**src/rtl/pc_seq.sv**
```systemverilog
// rtl/pc_seq.sv - program counter sequencer with branch shadow slot and return-address stack
module pc_seq #(
    parameter int unsigned     PC_W      = 16,
    parameter int unsigned     RAS_DEPTH = 4,
    parameter logic [PC_W-1:0] RESET_PC  = '0
) (
    input  logic            clk,
    input  logic            rst,
    input  logic            Stall,
    input  logic            BrValid,
    input  logic [2:0]      BrMode,
    input  logic [PC_W-1:0] BrTarget,
    input  logic            Zero,
    input  logic            Neg,
    output logic [PC_W-1:0] Pc,
    output logic [1:0]      PcCtrl,
    output logic            Flush,
    output logic            RasEmpty,
    output logic            RasFull,
    output logic            RasErr
);

    localparam int unsigned OCC_W = $clog2(RAS_DEPTH + 1);

    localparam logic [1:0] CTRL_HOLD = 2'd0;
    localparam logic [1:0] CTRL_SEQ  = 2'd1;
    localparam logic [1:0] CTRL_RET  = 2'd2;
    localparam logic [1:0] CTRL_JUMP = 2'd3;

    localparam logic [2:0] MODE_CALL = 3'b110;
    localparam logic [2:0] MODE_RET  = 3'b111;

    typedef enum logic {
        RUN,
        SHADOW
    } state_t;

    state_t          state;
    state_t          state_nxt;
    logic [OCC_W-1:0] occ;
    logic [OCC_W-1:0] occ_nxt;
    logic [PC_W-1:0] ras [RAS_DEPTH];
    logic [PC_W-1:0] pc_inc;
    logic [PC_W-1:0] pc_nxt;
    logic [1:0]      ctrl_nxt;
    logic            flush_nxt;
    logic            err_nxt;
    logic            push;
    logic            pop;
    logic            taken;

    // Sequential address wraps naturally at 2^PC_W; it is also the return address pushed on a call.
    assign pc_inc   = Pc + PC_W'(1);
    assign RasEmpty = (occ == '0);
    assign RasFull  = (occ == OCC_W'(RAS_DEPTH));

    // Decode whether the requested mode would be taken given the current flags and stack.
    always_comb begin
        taken = 1'b0;
        case (BrMode)
            3'b000:  taken = 1'b1;
            3'b001:  taken = !Zero;
            3'b010:  taken = Zero;
            3'b011:  taken = 1'b0;
            3'b100:  taken = Neg;
            3'b101:  taken = !Neg && !Zero;
            3'b110:  taken = 1'b1;
            3'b111:  taken = !RasEmpty;
            default: taken = 1'b0;
        endcase
    end

    // Next-state, next-pc and stack control; stall holds everything and reports a hold decision.
    always_comb begin
        state_nxt = state;
        pc_nxt    = Pc;
        ctrl_nxt  = CTRL_HOLD;
        flush_nxt = 1'b0;
        occ_nxt   = occ;
        err_nxt   = RasErr;
        push      = 1'b0;
        pop       = 1'b0;
        if (!Stall) begin
            pc_nxt   = pc_inc;
            ctrl_nxt = CTRL_SEQ;
            case (state)
                RUN: begin
                    if (BrValid) begin
                        if (taken) begin
                            state_nxt = SHADOW;
                            flush_nxt = 1'b1;
                            if (BrMode == MODE_RET) begin
                                pop      = 1'b1;
                                pc_nxt   = ras[0];
                                ctrl_nxt = CTRL_RET;
                                occ_nxt  = occ - OCC_W'(1);
                            end else begin
                                pc_nxt   = BrTarget;
                                ctrl_nxt = CTRL_JUMP;
                                if (BrMode == MODE_CALL) begin
                                    push = 1'b1;
                                    // A full stack drops its oldest entry, so occupancy saturates.
                                    if (RasFull) begin
                                        err_nxt = 1'b1;
                                    end else begin
                                        occ_nxt = occ + OCC_W'(1);
                                    end
                                end
                            end
                        end else if (BrMode == MODE_RET) begin
                            // A return is only ever not taken because the stack is empty.
                            err_nxt = 1'b1;
                        end
                    end
                end
                SHADOW: begin
                    // Wrong-path slot: any request here is discarded.
                    state_nxt = RUN;
                end
            endcase
        end
    end

    // Architectural registers with synchronous reset overriding stall and requests.
    always_ff @(posedge clk) begin
        if (rst) begin
            state  <= RUN;
            Pc     <= RESET_PC;
            PcCtrl <= CTRL_HOLD;
            Flush  <= 1'b0;
            occ    <= '0;
            RasErr <= 1'b0;
        end else begin
            state  <= state_nxt;
            Pc     <= pc_nxt;
            PcCtrl <= ctrl_nxt;
            Flush  <= flush_nxt;
            occ    <= occ_nxt;
            RasErr <= err_nxt;
        end
    end

    // Shift-register stack: entry 0 is the top, the deepest entry falls off on a push.
    always_ff @(posedge clk) begin
        if (push) begin
            ras[0] <= pc_inc;
            for (int i = 1; i < int'(RAS_DEPTH); i++) begin
                ras[i] <= ras[i-1];
            end
        end else if (pop) begin
            for (int i = 0; i < int'(RAS_DEPTH) - 1; i++) begin
                ras[i] <= ras[i+1];
            end
        end
    end

endmodule

```
**config.mk**
```make
export PLATFORM = sky130hd
export DESIGN_NAME = pc_seq
export DESIGN_NICKNAME = d
export VERILOG_FILES = /design/src/rtl/pc_seq.sv
export SDC_FILE = /design/constraint.sdc
export NUM_CORES = 1
export LEC_CHECK = 0
export BUFFER_PORTS_ARGS = -buffer_cell sky130_fd_sc_hd__buf_4
export CAP_MARGIN = 20
export CELL_PAD_IN_SITES_DETAIL_PLACEMENT = 0
export CELL_PAD_IN_SITES_GLOBAL_PLACEMENT = 1
export CORE_UTILIZATION = 45
export CTS_BUF_LIST = sky130_fd_sc_hd__clkbuf_8 sky130_fd_sc_hd__clkbuf_16
export DETAILED_ROUTE_END_ITERATION = 12
export GPL_TIMING_DRIVEN = 0
export PLACE_DENSITY = 0.76
export SYNTH_ARGS = -nofsm -noshare
export SYNTH_HDL_FRONTEND = slang
export SYNTH_SLANG_ARGS = --single-unit
```
**constraint.sdc**
```tcl
create_clock -name clk -period 7.6 [get_ports clk]
set_input_delay 0.76 -clock clk [delete_from_list [all_inputs] [get_ports clk]]
set_output_delay 0.76 -clock clk [all_outputs]
set_load 0.05 [all_outputs]
```
== After elaboration in Yosys (flattened, before gate mapping) ==
Memory sizes are Yosys's and may differ from the RTL's.
Index checks and enable logic that the tools add are counted.

* ROM bits: 0
* Output and inout bits: 22
* Bits in latches: 0
* Register bits after elaboration: 24
* Memories: 1
* Memory bits (writable): 64
* Input port bits: 25
* Word-level logic and storage cells: 82

* $add $sub $neg: 3
* Magnitude comparators: 0
* Shift-type cells: 0
* Multiplexer cells: 39
* Reductions and logical operators: 15
* Equal/unequal tests: 10
* Div/mod/pow operators: 0
* Bitwise operators: 7
* Multipliers: 0

{| class="wikitable"
|+ Memory list
! name !! words !! bits a word !! read ports !! clocked after Yosys merged registers in !! wr ports !! line !! source
|-
| ras || 4 || 16 || 4 || 0 || 4 || 42 || <nowiki>logic [PC_W-1:0] ras [RAS_DEPTH];</nowiki>
|}

{| class="wikitable"
|+ Operators with widths
! kind !! number
|-
| $mux W16 || 7
|-
| $mux W1 || 27
|-
| $add A16 B1 Y16 const B || 1
|-
| $eq A3 B3 Y1 const B || 5
|-
| $mux W3 || 3
|-
| $pmux W1 S7 || 1
|-
| $reduce_and A7 Y1 || 1
|-
| $eq A3 B2 Y1 const B || 2
|-
| $logic_not A3 Y1 || 2
|-
| $reduce_and A6 Y1 || 1
|-
| $reduce_bool A2 Y1 || 3
|-
| $reduce_or A5 Y1 || 1
|-
| $not A1 Y1 || 4
|-
| $reduce_or A2 Y1 || 2
|-
| $add A3 B1 Y3 const B || 1
|-
| $eq A3 B1 Y1 const B || 1
|-
| $logic_not A1 Y1 || 3
|-
| $or A1 B1 Y1 || 3
|-
| $reduce_or A3 Y1 || 1
|-
| $sub A3 B1 Y3 const B || 1
|-
| $ne A2 B1 Y1 const B || 1
|-
| $ne A2 B2 Y1 const B || 1
|-
| $pmux W1 S2 || 1
|-
| $logic_and A1 B1 Y1 || 1
|}

== Longest topological paths before layout ==
* Depth after elaboration: 11
* Gate-level depth with buffers: 9
* Mapped depth without buffers: 7

== Worst setup path after synthesis ==
No wires, ideal clock.

* Path type: input to register
* Start: input port BrMode[2]
* End: memory ras[0][0] (enable)
* Path slack: 4.599 ns
* Required time: 7.198 ns
* Path buffers: 1
* Library setup time: 0.402 ns
* Arrival: 2.599 ns
* Cell stages on the path: 5
* Cells stage by stage: clkbuf_2 nand2b_1 a32oi_2 nand4_1 inv_1

{| class="wikitable"
|+ RTL lines
! element !! line !! source
|-
| start: declaration || 11 || <nowiki>input logic [2:0] BrMode,</nowiki>
|-
| end: declaration || 42 ||
|}

==> impl_metrics.prom <==
# TYPE chip_impl_metric gauge
chip_impl_info{name="result_of_the_run",value="completed"} 1
chip_impl_info{name="worst_setup_path_start_kind",value="input pin"} 1
chip_impl_metric{name="critical_path.max_fanout",unit=""} 25
chip_impl_metric{name="reg2reg_setup_slack",unit="ns"} 5.18
chip_impl_info{name="rr_startpoint",value="occ[1]"} 1
chip_impl_metric{name="vias",unit=""} 3028
chip_impl_metric{name="placedCellCount",unit=""} 500
chip_impl_metric{name="synthesis.yosys.warnings",unit=""} 0
chip_impl_metric{name="area_growth",unit="%"} 16.99
chip_impl_metric{name="worst-slew-pin-transition",unit="ns"} 0.8483
chip_impl_metric{name="layout.core_utilization",unit="%"} 53.96
chip_impl_metric{name="max-clock-path-buffers",unit=""} 2
chip_impl_metric{name="final-hold-violation-count",unit=""} 0
chip_impl_info{name="crit_type",value="input pin to flip-flop"} 1
chip_impl_metric{name="power.ir.vdd_worst",unit="uV"} 76.97
chip_impl_metric{name="maximum_number_of_pins_on_one_net_before_global_route_repair",unit=""} 26
chip_impl_metric{name="grt_pass1_vias",unit=""} 2996
chip_impl_metric{name="globalRouteOverflowTotal",unit=""} 0
chip_impl_metric{name="setup_total_negative_slack",unit="ns"} 0
chip_impl_metric{name="grt.total_usage",unit="%"} 21.94
chip_impl_metric{name="power.leakage",unit="nW"} 1.776
chip_impl_metric{name="post_layout_nonfiller_instances",unit=""} 516
chip_impl_info{name="grt_setup_unrepaired",value="false"} 1
chip_impl_metric{name="tritoncts_buffers",unit=""} 9
chip_impl_metric{name="height_of_the_die",unit="microns"} 99.09
chip_impl_metric{name="period_needed",unit="ns"} 2.588
chip_impl_metric{name="synth_enable_flop_cells",unit=""} 64
chip_impl_metric{name="slew_viol_final",unit=""} 0
chip_impl_info{name="highest_layer",value="met4"} 1
chip_impl_metric{name="synth_cell_type_count",unit=""} 57
chip_impl_metric{name="drcViolationCount",unit=""} 0
chip_impl_metric{name="postCtsHoldBufs",unit=""} 0
chip_impl_metric{name="syn-num-nets",unit=""} 371
chip_impl_metric{name="dr.pass1.iters",unit=""} 4
chip_impl_info{name="hold_path.startpoint",value="ras[2][0]"} 1
chip_impl_metric{name="cts_resized",unit=""} 0
chip_impl_metric{name="routed_via_density",unit=""} 5.868
chip_impl_metric{name="max_cap_viol_count",unit=""} 0
chip_impl_metric{name="met3_wire_length",unit="microns"} 429
chip_impl_metric{name="cts-htree-levels",unit=""} 3
chip_impl_metric{name="ioPinCount",unit=""} 47
chip_impl_metric{name="clkSlewWorstSetupHoldPaths",unit="ns"} 0.08
chip_impl_metric{name="floorplan.die_area",unit="sq um"} 9818
chip_impl_metric{name="post_cts_buffers",unit=""} 0
chip_impl_metric{name="met1_length",unit="microns"} 4927
chip_impl_info{name="cp-end-kind",value="flip-flop"} 1
chip_impl_info{name="root_buffer",value="sky130_fd_sc_hd__clkbuf_8"} 1
chip_impl_metric{name="power.total",unit="mW"} 0.9933
chip_impl_metric{name="routed-wl-met2",unit="microns"} 4797
chip_impl_metric{name="pwr_density_cell",unit="nW/um^2"} 200.2
chip_impl_metric{name="layout_cells_sized_above_1",unit="%"} 29.14
chip_impl_metric{name="synth.yosys.seq_area_share",unit="%"} 56.64
chip_impl_metric{name="die_width",unit="microns"} 99.09
chip_impl_metric{name="start_util",unit="%"} 46.12
chip_impl_metric{name="setup-violations-final",unit=""} 0
chip_impl_metric{name="antenna_found_initial",unit=""} 0
chip_impl_info{name="worstHoldEndpoint",value="ras[3][0]"} 1
chip_impl_metric{name="tritoncts_num_sinks",unit=""} 88
chip_impl_metric{name="cp_data_required_time",unit="ns"} 7.65
chip_impl_metric{name="worstPathArrival",unit="ns"} 2.64
chip_impl_metric{name="syn-mean-instance-area",unit="sq um"} 12.33
chip_impl_metric{name="dp_hpwl",unit="microns"} 7046
chip_impl_metric{name="final.fill_count",unit=""} 823
chip_impl_metric{name="worst_clock_skew",unit="ns"} 0.01296
chip_impl_metric{name="port-buffer-count",unit=""} 43
chip_impl_metric{name="post_synth_inst_count",unit=""} 344
chip_impl_metric{name="worstSkewPairLatency",unit="ns"} 0.35
chip_impl_info{name="tritoncts",value="yes"} 1
chip_impl_info{name="timing.hold.worst.class",value="flip-flop to flip-flop"} 1
chip_impl_metric{name="routed_wire_length_per_instance",unit="microns"} 20.02
chip_impl_info{name="rr_endpoint",value="ras[0][5]"} 1
chip_impl_metric{name="floorplan.core_area",unit="sq um"} 9196
chip_impl_metric{name="synth.cell_area",unit="sq um"} 4242
chip_impl_metric{name="first_pass_grt_wire_length",unit="microns"} 16060
chip_impl_metric{name="insertedDiodeCount",unit=""} 0
chip_impl_metric{name="timing.slew.headroom",unit="%"} 43.45
chip_impl_metric{name="synth.ff_latch_count",unit=""} 88
chip_impl_metric{name="final_cycle_share",unit="%"} 34.05
chip_impl_info{name="synthFlopType",value="sky130_fd_sc_hd__edfxtp_1"} 1
chip_impl_metric{name="drt_wl_total",unit="microns"} 10330
chip_impl_metric{name="nets",unit=""} 427
chip_impl_metric{name="row_count",unit=""} 35
chip_impl_metric{name="ys_async_sr_fraction",unit="%"} 0
chip_impl_metric{name="achievable-frequency",unit="MHz"} 386.4
chip_impl_metric{name="gpl.final_weighted_congestion",unit=""} 0.8241
chip_impl_metric{name="first_iter_violations",unit=""} 146
chip_impl_metric{name="hold_depth",unit=""} 0
chip_impl_metric{name="cells_on_worst_reg2reg_path",unit=""} 5
chip_impl_metric{name="drt.antenna.violating_nets",unit=""} 0
-- area by class of cell --
cell class / count / area, sq um / area share (%)
Clock inverter: 6 / 83.83 / 1.689
Tap cell: 111 / 138.9 / 2.799
Multi-Input combinational cell: 230 / 1700 / 34.27
Inverter: 7 / 26.28 / 0.5295
Sequential cell: 88 / 2402 / 48.41
Clock buffer: 10 / 137.6 / 2.774
Buffer: 19 / 115.1 / 2.320
Timing Repair Buffer: 45 / 357.8 / 7.211
-- routing by layer --
metal  vias to the layer above  track usage (%)
li1                       1415                -
met1                      1513            31.11
met2                        87            34.70
met3                        13            2.624
met4                         0            8.258
met5                         -                0
-- critical path: stages --
cell	delay, ns
sky130_fd_sc_hd__clkbuf_2	0.15
sky130_fd_sc_hd__nand2b_1	0.20
sky130_fd_sc_hd__a32oi_2	0.29
sky130_fd_sc_hd__nand4_1	0.35
sky130_fd_sc_hd__inv_2	0.59
sky130_fd_sc_hd__buf_12	0.27
-- report_power, final --
group / internal [mW] / switching (mW)
logic: 0.0393 / 0.0635
clock network: 0.193 / 0.168
registers: 0.519 / 0.0100
-- how the worst max path moves through the flow --
stage                     depth (start not counted)       from  slack, ns         to
after floorplan                                   5  BrMode[2]       4.60  ras[0][0]
after global placement                            5  BrMode[2]       3.96  ras[2][6]
after detailed placement                          6  BrMode[2]       4.64  ras[2][6]
after CTS                                         6  BrMode[2]       5.02  ras[2][7]
after global routing                              6  BrMode[2]       4.86  ras[1][1]
final                                             6  BrMode[2]       5.01  ras[0][5]
-- synthesized netlist by cell type, types with 3 or more instances --
cell type | n | share of area [%]
sky130_fd_sc_hd__edfxtp_1 | 64 | 45
sky130_fd_sc_hd__mux2_2 | 38 | 10
sky130_fd_sc_hd__nand2_1 | 31 | 2.7
sky130_fd_sc_hd__dfxtp_1 | 24 | 11
sky130_fd_sc_hd__nor2_1 | 19 | 1.7
sky130_fd_sc_hd__o21ai_0 | 18 | 2.1
sky130_fd_sc_hd__mux2i_1 | 14 | 3.3
sky130_fd_sc_hd__nand3_1 | 12 | 1.4
sky130_fd_sc_hd__xnor2_1 | 9 | 1.9
sky130_fd_sc_hd__a21oi_1 | 7 | 0.83
sky130_fd_sc_hd__buf_2 | 6 | 0.71
sky130_fd_sc_hd__inv_1 | 6 | 0.53
sky130_fd_sc_hd__mux2_1 | 6 | 1.6
sky130_fd_sc_hd__nand4_1 | 6 | 0.89
sky130_fd_sc_hd__nor3_1 | 6 | 0.71
sky130_fd_sc_hd__xor2_1 | 6 | 1.2
sky130_fd_sc_hd__clkbuf_1 | 5 | 0.44
sky130_fd_sc_hd__and3_1 | 4 | 0.59
sky130_fd_sc_hd__buf_6 | 4 | 1.1
sky130_fd_sc_hd__nand2b_1 | 4 | 0.59
sky130_fd_sc_hd__a31oi_1 | 3 | 0.44
sky130_fd_sc_hd__and4_1 | 3 | 0.62
sky130_fd_sc_hd__o22ai_1 | 3 | 0.44
sky130_fd_sc_hd__o311ai_0 | 3 | 0.62
sky130_fd_sc_hd__o31a_1 | 3 | 0.62
sky130_fd_sc_hd__or4_1 | 3 | 0.53
-- logic make-up after synthesis --
kind of cell	share of synthesized area (%)
flops	56.64
xor+xnor	3.097
buf+inv	3.333
mux	14.99
compound gates	9.558
fa+ha+maj	0.5899
simple gates	11.80
-- registers in the layout, summed over array words and instances, names as in the netlist --
name,count
ras,64
Pc,16
occ,3
PcCtrl,2
Flush,1
RasErr,1
state,1
-- cells in the final DEF, fill, tap and decap left out, types with 2 or more instances in the layout --
cell type | synthesis | routed
sky130_fd_sc_hd__a211oi_1 | 2 | 2
sky130_fd_sc_hd__a21oi_1 | 7 | 7
sky130_fd_sc_hd__a31oi_1 | 3 | 3
sky130_fd_sc_hd__a32o_1 | 2 | 2
sky130_fd_sc_hd__and3_1 | 4 | 4
sky130_fd_sc_hd__and4_1 | 3 | 3
sky130_fd_sc_hd__buf_2 | 6 | 6
sky130_fd_sc_hd__buf_4 | 1 | 44
sky130_fd_sc_hd__buf_6 | 4 | 4
sky130_fd_sc_hd__bufinv_16 | 0 | 2
sky130_fd_sc_hd__clkbuf_1 | 5 | 5
sky130_fd_sc_hd__clkbuf_2 | 2 | 2
sky130_fd_sc_hd__clkbuf_8 | 0 | 10
sky130_fd_sc_hd__clkinv_1 | 1 | 2
sky130_fd_sc_hd__dfxtp_1 | 24 | 24
sky130_fd_sc_hd__edfxtp_1 | 64 | 64
sky130_fd_sc_hd__ha_1 | 2 | 2
sky130_fd_sc_hd__inv_1 | 6 | 6
sky130_fd_sc_hd__mux2_1 | 6 | 6
sky130_fd_sc_hd__mux2_2 | 38 | 38
sky130_fd_sc_hd__mux2i_1 | 14 | 14
sky130_fd_sc_hd__nand2_1 | 31 | 31
sky130_fd_sc_hd__nand2b_1 | 4 | 4
sky130_fd_sc_hd__nand3_1 | 12 | 12
sky130_fd_sc_hd__nand4_1 | 6 | 6
sky130_fd_sc_hd__nor2_1 | 19 | 18
sky130_fd_sc_hd__nor3_1 | 6 | 6
sky130_fd_sc_hd__nor3b_1 | 2 | 2
sky130_fd_sc_hd__o21ai_0 | 18 | 18
sky130_fd_sc_hd__o22ai_1 | 3 | 3
sky130_fd_sc_hd__o311ai_0 | 3 | 3
sky130_fd_sc_hd__o31a_1 | 3 | 3
sky130_fd_sc_hd__o32ai_1 | 2 | 2
sky130_fd_sc_hd__or4_1 | 3 | 3
sky130_fd_sc_hd__xnor2_1 | 9 | 9
sky130_fd_sc_hd__xor2_1 | 6 | 6
-- through the flow --
stage,worst slack [ns],hold slack [ns],instance area (sq um)
detailed placement,4.642,0.4306,4741
finish,5.012,0.4513,4962
global placement,3.965,0.4248,4703
CTS,5.018,0.4504,4962
floorplan,4.599,0.4204,4242
global route,4.861,0.4589,4962
(Power assumes the default switching activity.)
